--- src/rtl/instruction_encoder.sv ---
// Instruction encoder: range-checks field-level instructions from the program
// loader, packs them into 16-bit words, buffers them in a small FIFO and writes
// them sequentially into instruction memory starting at a programmable base.
module instruction_encoder #(
    parameter int ADDR_W = 8,
    parameter int DEPTH  = 4
) (
    input  logic              clk,
    input  logic              rst_n,
    input  logic              start,
    input  logic [ADDR_W-1:0] base_addr,
    input  logic              in_valid,
    output logic              in_ready,
    input  logic              in_last,
    input  logic [3:0]        in_opcode,
    input  logic [2:0]        in_ra,
    input  logic [2:0]        in_rb,
    input  logic [2:0]        in_rc,
    input  logic [15:0]       in_imm,
    output logic              imem_we,
    output logic [ADDR_W-1:0] imem_addr,
    output logic [15:0]       imem_wdata,
    input  logic              imem_ready,
    output logic              busy,
    output logic              done,
    output logic              err,
    output logic [1:0]        err_code,
    output logic [ADDR_W:0]   wr_count
);

    localparam int PTR_W = $clog2(DEPTH);

    localparam logic [1:0] S_IDLE  = 2'd0;
    localparam logic [1:0] S_LOAD  = 2'd1;
    localparam logic [1:0] S_FLUSH = 2'd2;
    localparam logic [1:0] S_DONE  = 2'd3;

    localparam logic [1:0] E_OPCODE = 2'd1;
    localparam logic [1:0] E_IMM    = 2'd2;
    localparam logic [1:0] E_REG    = 2'd3;

    localparam logic [ADDR_W:0] COUNT_MAX = {1'b1, {ADDR_W{1'b0}}};
    localparam logic [PTR_W:0]  FIFO_FULL = (PTR_W+1)'(DEPTH);

    logic [1:0]        state;
    logic [15:0]       fifo_mem [DEPTH];
    logic [PTR_W-1:0]  rd_idx;
    logic [PTR_W-1:0]  wr_idx;
    logic [PTR_W:0]    fifo_cnt;

    logic signed [15:0] imm_s;
    logic [15:0]        enc_word;
    logic [1:0]         enc_code;
    logic               enc_legal;

    logic fifo_empty, fifo_full;
    logic slot_free, pop, accept, push, bypass, fifo_wr, load_out, wr_done;
    logic [15:0] out_word;

    assign imm_s = in_imm;

    // Pack the instruction fields and classify the first rule it violates.
    always_comb begin
        // NOTE: every output of this block gets a default first so no path infers a latch.
        enc_word = 16'h0000;
        enc_code = 2'd0;
        case (in_opcode)
            4'h2, 4'h4, 4'h6, 4'h7: begin
                enc_word = {in_opcode, in_ra, in_rb, in_rc, 3'b000};
            end
            4'h0, 4'h1, 4'h5: begin
                enc_word = {in_opcode, in_ra, in_rb[1:0], in_imm[6:0]};
                if (imm_s < -16'sd64 || imm_s > 16'sd63)
                    enc_code = E_IMM;
                else if (in_rb > 3'd3)
                    enc_code = E_REG;
            end
            4'h3, 4'h8, 4'h9: begin
                enc_word = {in_opcode, in_ra, 3'b000, in_imm[5:0]};
                if (imm_s < -16'sd32 || imm_s > 16'sd31 || imm_s == 16'sd0)
                    enc_code = E_IMM;
            end
            4'hA, 4'hB: begin
                enc_word = {in_opcode, in_ra, in_imm[8:0]};
                if (imm_s < -16'sd256 || imm_s > 16'sd255)
                    enc_code = E_IMM;
            end
            default: enc_code = E_OPCODE;
        endcase
    end

    assign enc_legal  = (enc_code == 2'd0);
    assign fifo_empty = (fifo_cnt == '0);
    assign fifo_full  = (fifo_cnt == FIFO_FULL);

    // The output register is free when it holds nothing or its write completes now.
    assign slot_free = !imem_we || imem_ready;
    assign wr_done   = imem_we && imem_ready;
    assign pop       = slot_free && !fifo_empty;
    assign in_ready  = (state == S_LOAD) && (!fifo_full || pop);
    assign accept    = in_valid && in_ready;
    assign push      = accept && enc_legal;
    // An empty FIFO with a free output slot forwards the word straight out.
    assign bypass    = push && slot_free && fifo_empty;
    assign fifo_wr   = push && !bypass;
    assign load_out  = pop || bypass;
    assign out_word  = fifo_empty ? enc_word : fifo_mem[rd_idx];

    assign busy = (state == S_LOAD) || (state == S_FLUSH);
    assign done = (state == S_DONE);

    // Sequence IDLE -> LOAD -> FLUSH -> DONE; start restarts from any state.
    always_ff @(posedge clk or negedge rst_n) begin
        // NOTE: state registers use non-blocking assignments so all flops update together.
        if (!rst_n) begin
            state <= S_IDLE;
        end else if (start) begin
            state <= S_LOAD;
        end else begin
            case (state)
                S_LOAD:  if (accept && in_last) state <= S_FLUSH;
                S_FLUSH: if (fifo_empty && !imem_we) state <= S_DONE;
                S_DONE:  state <= S_IDLE;
                default: state <= state;
            endcase
        end
    end

    // FIFO storage; contents are only meaningful between the pointers.
    always_ff @(posedge clk) begin
        // NOTE: the storage array has no reset; emptiness is tracked by fifo_cnt alone.
        if (fifo_wr) fifo_mem[wr_idx] <= enc_word;
    end

    // FIFO pointers and occupancy, flushed by start.
    always_ff @(posedge clk or negedge rst_n) begin
        if (!rst_n) begin
            rd_idx   <= '0;
            wr_idx   <= '0;
            fifo_cnt <= '0;
        end else if (start) begin
            rd_idx   <= '0;
            wr_idx   <= '0;
            fifo_cnt <= '0;
        end else begin
            if (fifo_wr) wr_idx <= wr_idx + 1'b1;
            if (pop)     rd_idx <= rd_idx + 1'b1;
            if (fifo_wr && !pop)      fifo_cnt <= fifo_cnt + 1'b1;
            else if (!fifo_wr && pop) fifo_cnt <= fifo_cnt - 1'b1;
        end
    end

    // Memory write port: hold the request until accepted, then advance address/count.
    always_ff @(posedge clk or negedge rst_n) begin
        if (!rst_n) begin
            imem_we    <= 1'b0;
            imem_addr  <= '0;
            imem_wdata <= '0;
            wr_count   <= '0;
        end else if (start) begin
            imem_we    <= 1'b0;
            imem_addr  <= base_addr;
            imem_wdata <= '0;
            wr_count   <= '0;
        end else begin
            if (wr_done) begin
                imem_addr <= imem_addr + 1'b1;
                if (wr_count != COUNT_MAX) wr_count <= wr_count + 1'b1;
            end
            if (load_out) begin
                imem_we    <= 1'b1;
                imem_wdata <= out_word;
            end else if (wr_done) begin
                imem_we <= 1'b0;
            end
        end
    end

    // Sticky error flag; only the first illegal instruction's code is kept.
    always_ff @(posedge clk or negedge rst_n) begin
        if (!rst_n) begin
            err      <= 1'b0;
            err_code <= 2'd0;
        end else if (start) begin
            err      <= 1'b0;
            err_code <= 2'd0;
        end else if (accept && !enc_legal && !err) begin
            err      <= 1'b1;
            err_code <= enc_code;
        end
    end

endmodule

--- config.mk ---
export PLATFORM = sky130hd
export DESIGN_NAME = instruction_encoder
export DESIGN_NICKNAME = d
export VERILOG_FILES = /design/src/rtl/instruction_encoder.sv
export SDC_FILE = /design/constraint.sdc
export NUM_CORES = 1
export LEC_CHECK = 0
export BUFFER_PORTS_ARGS = -buffer_cell sky130_fd_sc_hd__buf_2
export CAP_MARGIN = 30
export CORE_MARGIN = 2
export CORE_UTILIZATION = 57
export DETAILED_ROUTE_END_ITERATION = 8
export HOLD_SLACK_MARGIN = 0.12
export PLACE_DENSITY = 0.88
export SYNTH_ARGS = -nofsm -noshare
export SYNTH_HDL_FRONTEND = slang
export SYNTH_SLANG_ARGS = --single-unit
--- constraint.sdc ---
create_clock -name clk -period 2.9 [get_ports clk]
set_input_delay 0.58 -clock clk [delete_from_list [all_inputs] [get_ports clk]]
set_output_delay 0.58 -clock clk [all_outputs]
set_load 0.05 [all_outputs]
==> results.md, run 1 <==
- Met2 usage: 0.420
- Worst setup path startpoint: state[1]
- # DRC: 0
- Crit path max-delay family: compound AO/OA/AOI/OAI gates
- Synth warnings: 0
- Register bit count reported by yosys: 110
- Hold Path Class: in2async
- Number of placed I/O pins: a little over 80
- First-pass GRT wire length: 19.7 mm
- Worst path required time: approximately 3.2 ns
- Routed Antenna Nets: 0
- Chip Width: between 100 and 150 um
- Max Slew Vio Count: 0
- Clk_lat worst skew: 0.37 ns
- Sequential share of the synthesized area: 0.580
- GRT Total Usage: 0.254
- Worst slew pin tran: roughly 0.95 ns
- Initial antenna violation count: 0
- Hold Vio Cnt, Final: 0
- Mapped Cells: 423
- Input/output buffers: 82
- Slew headroom: 0.363
- Initial Util: 0.581
- Grt met1 use: 0.338
- Layout cells sized above 1: 0.274
- Die area: just over 10000 sq um
- Worst Setup Path Type: reg2reg
- # setup viols final: 0
- Number of global-route vias before repair: ~3800
- FP Rows: 35
- Avg Vias per Cell: between 6 and 7
- Detail Placement HPWL: just over 8 mm
- Avg Cell Area, Syn: about 13 sq um
- Leakage: approximately 2.5 nW
- GPL Wtd Cong: 0.857
- Clock-pin slew on the worst setup and hold paths: roughly 0.12 ns
- Yosys top cell by area: edfxtp_1
- Max IR drop VDD: 0.363 mV
- CTS tree: yes
- Largest net degree at the start of global routing: 33
- Max-cap violations: 0
- WL final: 12.1 mm
- Top post-synthesis cells by area: edfxtp_1, dfrtp_1, mux4_2
- Num CTS Buffers: 9
- Post-CTS Hold Fix Bufs: 0
- Final worst slack: ~0.42 ns
- Avg WL per Cell: approximately 20 um
- Vias: ~4000
- DP Worst Slack: slightly above 0.2 ns
- Worst setup SP type: flip-flop
- Buf/Inv on CP: 2
- Slowest stage delay, CP: ~0.42 ns
- Post-synth cell types: 56
- Post-synth EDFFs: 64
- CP Max Fanout: 7
- Synth cell count leaders: edfxtp_1, dfrtp_1, nand2_1
- Post_cts resized: 0
- Power per cell area: just over 800 nW/um^2
- Root buffer cell: clkbuf_8
- Clock skew: around 0.013 ns
- FF-to-FF setup slack: ~0.42 ns
- Pwr Total: around 0.005 W
- Fin crit share: 0.856
- Critical path arrival: around 2.7 ns
- Count leader, synth: edfxtp_1
- # nets final: 560
- Detailed router's first-iteration violation count: between 300 and 400
- Busiest grt layer: met2
- Slowest CP cell: dfrtp_1
- CP Capture Type: flip-flop
- Worst-case clock buffer depth: 2
- FFs w/ async S/R, synth: 0.418
- Cell Area, Synth: between 5000 and 6000 sq um
- Outcome: finished, final reports clean
- Main synth FF type: edfxtp_1
- Most used cell, CP: a211oi_1
- Core outline area: between 9000 and 10000 sq um
- Setup TNS: 0 ns
- Area share of the leading cell type in the synthesized netlist: 0.363
- Worst r2r src: state[1]
- Met3 Usage GRT: 0.0564
- Die Span Y: 100 um
- TritonCTS Sinks: 110
- Fmax: around 400 MHz
- RSZ-0062 raised after global routing: false
- Crit path cell chain: inv_1 -> ha_1 -> nand2_1 -> a211oi_1 -> o211a_1 -> a21boi_2 -> buf_4 -> a211oi_1 -> a211oi_1
- H-tree Lvls: 3
- # Post-CTS Setup Buffers: 0
- Number of diodes: 0
- Synth Net Count: between 400 and 500
- Final core utilization: 0.669
- Area Growth Syn to Fin: 15.1%
- Drt first pass iters: 5
- GR Overflow Total: 0
- Min Clock Period, post-route: roughly 2.5 ns
[per-stage QoR]
| stage | instance area, sq um | hold WS (ns) | cells |
|---|---|---|---|
| floorplan | 5300 | 0.284 | 423 |
| global placement | 5880 | 0.509 | 606 |
| detailed placement | 5880 | 0.539 | 606 |
| CTS | 6090 | 0.145 | 622 |
| global route | 6090 | 0.165 | 622 |
| finish | 6090 | 0.134 | 622 |
[cell usage in the layout, fill, tap and decap left out, types with 11 or more instances in the layout]
master    netlist  routed
inv_1          15      15
buf_2           5      82
nor2_1         38      38
a21oi_1        15      15
mux4_2         16      16
edfxtp_1       64      64
dfrtp_1        46      46
and2_1         11      11
o21ai_0        21      21
xor2_1         12      12
a211oi_1       15      15
nand2_1        39      39
[final cells by class]
class                           instances  area [sq um]
Sequential cell                       110          3070
Fill cell                             642          3010
Multi-Input combinational cell        277          2070
Timing Repair Buffer                   93           543
Tap cell                              111           139
Clock buffer                            9           124
Clock inverter                          7          86.3
Inverter                               15          56.3
[flip-flops by register name, summed over array words and instances, names as in the netlist, 3 cells and up]
name and count:
fifo_cnt 3, fifo_mem 64, imem_addr 8, imem_wdata 16
wr_count 9
[cells by family (layout without fill, tap and decap cells)]
family,after synthesis,count (layout),synth area share
muxes,25,25,0.0853
DFF,110,110,0.580
xor gates and xnor gates,15,15,0.0248
and+or+nand+nor,134,134,0.123
adders and majority gates,11,11,0.0274
buffers and inverters,36,124,0.0281
AOI/OAI and AO/OA,92,92,0.131
[where the power goes]
part / internal [W] / switching [W] / total, W
logic: 0.000699 / 0.00136 / 0.00206
clock network: 0.000352 / 0.000578 / 0.000930
registers: 0.00185 / 0.000177 / 0.00203
[metal layers]
| layer | vias up | share of wire | wire length [um] |
|---|---|---|---|
| met5 | - | 0 | 0 |
| met4 | 0 | 0.016 | 198 |
| met3 | 26 | 0.083 | 1010 |
| met2 | 214 | 0.50 | 6090 |
| met1 | 1958 | 0.40 | 4810 |
| li1 | 1761 | - | - |
[path summary, 6_finish.rpt]
check	end	cells after the start
min in group clk	imem_addr[4]	3
max in group asynchronous	wr_idx[1]	2
min	imem_addr[0]	1
max	imem_wdata[3]	9
min reg2reg	err_code[0]	2
max reg2reg	imem_wdata[3]	9
Note: power is estimated with default switching activity, not from simulation.
==> run 2, diff against run 1 <==
- CORE_UTILIZATION: 57 -> 53
- CTS_BUF_LIST: not set -> sky130_fd_sc_hd__clkbuf_4 sky130_fd_sc_hd__clkbuf_8
- PLACE_DENSITY: 0.88 -> 0.86
- clock period: 2.9 -> 2.15 ns (I/O delays scaled with it)
==> run 2 against run 1 <==
The flow now finishes with violations (setup timing). Cell count increased by 13%. Sequential power increased by 32%. Clock skew decreased by 0.00090 ns. Via count increased by 4.4%. Register-to-register slack got worse by 0.43 ns. Hold slack improved by 0.12 ns. Die area increased by 7.2%. Fmax increased by 15%. First-iteration DRC count decreased by 22%. Sequential share of layout area decreased by 5.0 points. Global-route usage decreased by 0.44 points. Non-clock buffer count increased by 60. Critical path type unchanged. Largest cell class unchanged.
==> results.md, run 2 (synthesis results as in run 1) <==
- Fmax: 463 MHz (was 403 MHz)
- Most frequent cells in the layout: buf_2, edfxtp_1, buf_4 (was buf_2, edfxtp_1, dfrtp_1)
- Failing checks: setup timing
- Outcome: complete, but fails checks (was finished, final reports clean)
- Leakage: 2.82 nW (was 2.50 nW)
- Initial Util: 0.544 (was 0.581)
- Chip Width: 104 um (was 100 um)
- Worst r2r src: state[1] (unchanged)
- Number of placed I/O pins: 83 (unchanged)
- Worst path required time: 2.25 ns (was 3.16 ns)
- Avg WL per Cell: 18.6 um (was 19.5 um)
- GR Overflow Total: 0 (unchanged)
- Detail Placement HPWL: 8.82 mm (was 8.24 mm)
- Slowest stage delay, CP: 0.40 ns (was 0.42 ns)
- CP Max Fanout: 8 (was 7)
- Worst setup SP type: flip-flop (unchanged)
- Critical path arrival: 2.26 ns (was 2.74 ns)
- Fin crit share: 1.00 (was 0.856)
- Max IR drop VDD: 0.695 mV (was 0.363 mV)
- Most used cell, CP: buf_12 (was a211oi_1)
- Core outline area: 9730 sq um (was 9110 sq um)
- Power per cell area: 1090 nW/um^2 (was 822 nW/um^2)
- CTS tree: yes (unchanged)
- Worst Hold Margin: 0.251 ns (was 0.134 ns)
- Area Growth Syn to Fin: 27.9% (was 15.1%)
- GPL Wtd Cong: 0.861 (was 0.857)
- # nets final: 621 (was 560)
- Max reg flops: 64 (unchanged)
- Setup TNS: -0.0728 ns (was 0 ns)
- GRT Total Usage: 0.249 (was 0.254)
- RSZ-0062 raised after global routing: true (was false)
- Input/output buffers: 82 (unchanged)
- Num CTS Buffers: 9 (unchanged)
- Clock skew: 0.0126 ns (was 0.0135 ns)
- Number of global-route vias before repair: 4166 (was 3821)
- Largest net degree at the start of global routing: 35 (was 33)
- CP Capture Type: flip-flop (unchanged)
- Number of diodes: 0 (unchanged)
- Die area: 10800 sq um (was 10100 sq um)
- Hold EP: imem_addr[2]
- Die Span Y: 104 um (was 100 um)
- Layout cells sized above 1: 0.379 (was 0.274)
- Met2 usage: 0.420 (about the same)
- TritonCTS Sinks: 110 (unchanged)
- FP Rows: 36 (was 35)
- H-tree Lvls: 3 (unchanged)
- # setup viols final: 10 (was 0)
- Worst slew pin tran: 0.620 ns (was 0.951 ns)
- Max-cap violations: 0 (unchanged)
- # DRC: 0 (unchanged)
- Min Clock Period, post-route: 2.16 ns (was 2.48 ns)
- WL final: 13.1 mm (was 12.1 mm)
- Avg Vias per Cell: 5.87 (was 6.36)
- Drt first pass iters: 5 (unchanged)
- Crit path cell chain: inv_2 -> ha_4 -> nand2_4 -> a211oi_4 -> o211a_1 -> a21boi_4 -> buf_12 -> and3_4 -> buf_12 (was inv_1 -> ha_1 -> nand2_1 -> a211oi_1 -> o211a_1 -> a21boi_2 -> buf_4 -> a211oi_1 -> a211oi_1)
- Slowest CP cell: dfrtp_1 (unchanged)
- R2r endpoint: fifo_mem[1][12] (was imem_wdata[3])
- Clock-pin slew on the worst setup and hold paths: 0.10 ns (was 0.12 ns)
- Slew headroom: 0.587 (was 0.363)
- Busiest grt layer: met2 (unchanged)
- FF-to-FF setup slack: -0.009 ns (was 0.42 ns)
- Met3 Usage GRT: 0.0614 (was 0.0564)
- Cell count of the worst hold path: 3
- FF-to-FF path depth: 9 (unchanged)
- Root buffer cell: clkbuf_8 (unchanged)
- Vias: 4135 (was 3959)
- Grt met1 use: 0.307 (was 0.338)
- Largest Register: fifo_mem (unchanged)
- Max Slew Vio Count: 0 (unchanged)
- Routed Antenna Nets: 0 (unchanged)
- Hold Path Class: in2reg (was in2async)
- Clk_lat worst skew: 0.38 ns (was 0.37 ns)
- Most common cell after layout, fill and taps aside: buf_2 (unchanged)
- Final worst slack: -0.00947 ns (was 0.418 ns)
- Worst Setup Path Type: reg2reg (unchanged)
- Hold Vio Cnt, Final: 0 (unchanged)
- Largest regs: fifo_mem (64), imem_wdata (16), wr_count (9) (unchanged)
- Detailed router's first-iteration violation count: 287 (was 369)
- Hold Startpoint: base_addr[2]
- Initial antenna violation count: 0 (unchanged)
- Fill cells: 700 (was 642)
- Worst-case clock buffer depth: 2 (unchanged)
- First-pass GRT wire length: 20.9 mm (was 19.7 mm)
## run 2: changes by cell type in the layout (fill, tap and decap cells not counted), sizes merged
cell,previous run,this run
and3,9,10
buf,93,151
bufinv,0,1
clkbuf,9,11
clkinvlp,0,1
dlygate4sd3,0,1
inv,19,16
## run 2: area by class of cell
cell class | instances | area (sq um) | area share
Clock buffer | 10 | 131 | 0.0194
Tap cell | 133 | 166 | 0.0246
Inverter | 15 | 56.3 | 0.00832
Multi-Input combinational cell | 278 | 2190 | 0.324
Clock inverter | 6 | 70.1 | 0.0103
Sequential cell | 110 | 3070 | 0.454
Timing Repair Buffer | 153 | 1080 | 0.159
## run 2: worst max-delay path by stage
stage | to | cells after the start | startpoint
floorplan | fifo_mem[1][0] | 6 | imem_we
global route | fifo_mem[1][0] | 9 | state[1]
CTS | fifo_mem[2][0] | 11 | state[1]
global placement | fifo_cnt[1] | 7 | in_imm[8]
detailed placement | fifo_cnt[1] | 7 | in_imm[8]
finish | fifo_mem[1][12] | 9 | state[1]
## run 2: metal layers
layer	wire, um	vias up
li1	-	1881
met1	5310	2059
met2	6570	165
met3	881	30
met4	331	0
met5	0	-
## run 2: worst max-delay path: cells and delay by family, from the launching register on
family	cells	cell delay, ns
AND/OR/NAND/NOR	2	0.29
buffers and inverters	3	0.37
AO/OA/AOI/OAI	3	0.64
adder cells (fa/ha/maj)	1	0.15
flip-flops	1	0.40
## run 2: where the power goes
| part | switching [W] | internal [W] | total [W] |
|---|---|---|---|
| Clock | 0.000698 | 0.000559 | 0.00126 |
| Combinational | 0.00207 | 0.00137 | 0.00345 |
| Sequential | 0.000182 | 0.00250 | 0.00268 |
| Total | 0.00295 | 0.00443 | 0.00738 |
## run 2: stage by stage
step	utilization	std cells	power (W)	setup WS, ns	area, sq um
global placement	0.650	678	0.00572	-0.190	6320
detailed placement	0.650	678	0.00585	-0.303	6320
floorplan	-	423	0.00485	-0.0980	5320
global route	0.696	705	0.00770	-0.0945	6770
finish	0.696	705	0.00738	-0.00947	6770
CTS	0.691	703	0.00723	-0.0236	6720
## run 2: repair_timing
item                                    4_1_cts  5_1_grt
endpoints found under the setup margin       77       83
gates cloned                                  3        1
pin swaps                                     5        6
resized for setup                            19        8
hold buffers                                  1        0
buffers inserted                              5        5
hold endpoints to repair                     26        0
==> run 3, diff against run 2 <==
- CTS_CLUSTER_DIAMETER: not set -> 40
- SKIP_CTS_REPAIR_TIMING: not set -> 1
==> run 3 against run 2 <==
The flow still finishes with violations (setup timing). Sequential power about the same. Clock skew about the same. Register-to-register slack worse by 0.02 ns. Die area unchanged. Wire length down 1.9%. Power down 1.7%. Clock-buffer cell count unchanged. Via count down 1.2%. Global-route usage down 1.9 points. Core utilization down 1.0 points. Non-clock buffer count down 6. Hold slack better by 0.0056 ns. Critical path type unchanged. Critical endpoint is now fifo_mem[3][4]. Highest routed layer unchanged.
==> results.md, run 3 (synthesis results as in run 1) <==
- Number of diodes: 0 (unchanged)
- DR WL met3: 683 um (was 881 um)
- Area of the multi-input gates: 2170 sq um (was 2190 sq um)
- CP Max Fanout: 8 (unchanged)
- Detailed router's first-iteration violation count: 302 (was 287)
- Detail Placement HPWL: 8.82 mm (unchanged)
- Max IR drop VDD: 0.690 mV (was 0.695 mV)
- Met1 wire length: 5.19 mm (was 5.31 mm)
- Initial Util: 0.544 (unchanged)
- Fill cells: 718 (was 700)
- Max reg flops: 64 (unchanged)
- CP Capture Type: flip-flop (unchanged)
- Input/output buffers: 82 (unchanged)
- Layout cells sized above 1: 0.369 (was 0.379)
- Worst path required time: 2.24 ns (was 2.25 ns)
- Worst-case clock buffer depth: 2 (unchanged)
- Largest regs: fifo_mem (64), imem_wdata (16), wr_count (9) (unchanged)
- Number of placed I/O pins: 83 (unchanged)
- Power per cell area: 1090 nW/um^2 (about the same)
- Slowest stage delay, CP: 0.42 ns (was 0.40 ns)
- CTS tree: yes (unchanged)
- RSZ-0062 raised after global routing: true (unchanged)
- Max-cap violations: 0 (unchanged)
- WL met2: 6.74 mm (was 6.57 mm)
- GRT Total Usage: 0.230 (was 0.249)
- Cell Area, Placed: 6320 sq um (unchanged)
- GPL Wtd Cong: 0.861 (unchanged)
- Root buffer cell: clkbuf_8 (unchanged)
- TritonCTS Sinks: 110 (unchanged)
- Largest Register: fifo_mem (unchanged)
- Slew headroom: 0.586 (was 0.587)
- Outcome: complete, but fails checks (unchanged)
- Hold Vio Cnt, Final: 0 (unchanged)
- Avg Vias per Cell: 5.85 (was 5.87)
- Most frequent cells in the layout: buf_2, edfxtp_1, buf_4 (unchanged)
- # DRC: 0 (unchanged)
- Routed Antenna Nets: 0 (unchanged)
- # nets final: 615 (was 621)
- Worst setup SP type: flip-flop (unchanged)
- Clk_lat worst skew: 0.37 ns (was 0.38 ns)
- Crit path max-delay family: compound AO/OA/AOI/OAI gates (unchanged)
- Fmax: 459 MHz (was 463 MHz)
- H-tree Lvls: 3 (unchanged)
- Max Slew Vio Count: 0 (unchanged)
- Die Span Y: 104 um (unchanged)
- Setup TNS: -0.609 ns (was -0.0728 ns)
- Fin crit share: 1.01 (was 1.00)
- Vias: 4087 (was 4135)
- # setup viols final: 49 (was 10)
- Clock skew: 0.0130 ns (was 0.0126 ns)
- Num CTS Buffers: 9 (unchanged)
- First-pass GRT wire length: 19.5 mm (was 20.9 mm)
- Area Growth Syn to Fin: 25.9% (was 27.9%)
- Reg area: 3070 sq um (unchanged)
- Clock-pin slew on the worst setup and hold paths: 0.11 ns (was 0.10 ns)
- Highest metal used: met4 (unchanged)
- Critical path arrival: 2.27 ns (was 2.26 ns)
- Crit path cell chain: inv_2 -> ha_4 -> nand2_4 -> a211oi_2 -> buf_4 -> o211a_1 -> a21boi_4 -> and3_4 -> clkbuf_16 (was inv_2 -> ha_4 -> nand2_4 -> a211oi_4 -> o211a_1 -> a21boi_4 -> buf_12 -> and3_4 -> buf_12)
- Worst Setup Path Type: reg2reg (unchanged)
- Core outline area: 9730 sq um (unchanged)
- WL final: 12.8 mm (was 13.1 mm)
- Most common cell after layout, fill and taps aside: buf_2 (unchanged)
- Chip Width: 104 um (unchanged)
- Avg WL per Cell: 18.4 um (was 18.6 um)
- Design Area, Final: 6670 sq um (was 6770 sq um)
- Largest net degree at the start of global routing: 35 (unchanged)
- FP Rows: 36 (unchanged)
- Hold Path Class: in2reg (unchanged)
- Min Clock Period, post-route: 2.18 ns (was 2.16 ns)
- Final worst slack: -0.0303 ns (was -0.00947 ns)
- Buf/Inv on CP: 3 (unchanged)
- Slowest CP cell: dfrtp_1 (unchanged)
- Number of global-route vias before repair: 4019 (was 4166)
- Worst slew pin tran: 0.621 ns (was 0.620 ns)
- Pwr Total: 0.00726 W (was 0.00738 W)
- Die area: 10800 sq um (unchanged)
- Initial antenna violation count: 0 (unchanged)
- Drt first pass iters: 5 (unchanged)
- Failing checks: setup timing (unchanged)
- GR Overflow Total: 0 (unchanged)
- Leakage: 2.78 nW (was 2.82 nW)
## run 3: changes by cell type in the layout (fill, tap and decap cells not counted), sizes merged
cell    change
buf         -7
clkbuf      +1
## run 3: report_power, final
| group | switching (W) | internal (W) |
|---|---|---|
| logic | 0.00202 | 0.00130 |
| clock network | 0.000700 | 0.000560 |
| registers | 0.000177 | 0.00250 |
| total | 0.00290 | 0.00436 |
## run 3: cell type report
cell class | instances | area share
clock buffer | 10 | 0.0197
clock inverter | 6 | 0.0105
inverter | 15 | 0.00844
multi-input combinational | 278 | 0.326
sequential | 110 | 0.461
tap | 133 | 0.0250
timing repair buffer | 147 | 0.150
## run 3: worst paths after layout
path,startpoint,endpoint,slack (ns),cells after the start
setup / recovery,state[1],fifo_mem[3][4],-0.03,9
hold / removal,base_addr[2],imem_addr[2],0.26,3
setup reg to reg,state[1],fifo_mem[3][4],-0.03,9
hold reg to reg,err_code[1],err_code[1],0.55,2
max in group asynchronous,rst_n,imem_wdata[2],0.96,3
min in group asynchronous,rst_n,imem_addr[0],0.59,2
## run 3: metrics by stage
stage / hold WS, ns / util / setup WS [ns] / instances
global placement: 0.483 / 0.650 / -0.190 / 678
floorplan: 0.134 / - / -0.0980 / 423
global route: 0.258 / 0.685 / -0.0849 / 699
detailed placement: 0.483 / 0.650 / -0.303 / 678
CTS: 0.0680 / 0.670 / -0.165 / 694
finish: 0.256 / 0.685 / -0.0303 / 699
## run 3: metal layers
| layer | GRT usage | vias up |
|---|---|---|
| met1 | 0.285 | 2028 |
| li1 | - | 1872 |
| met5 | 0 | - |
| met2 | 0.398 | 165 |
| met4 | 0.0917 | 0 |
| met3 | 0.0470 | 22 |
## run 3: worst min-delay path, stage by stage
cell	delay, ns
buf_2	0.07
nand2_1	0.04
o21ai_0	0.06
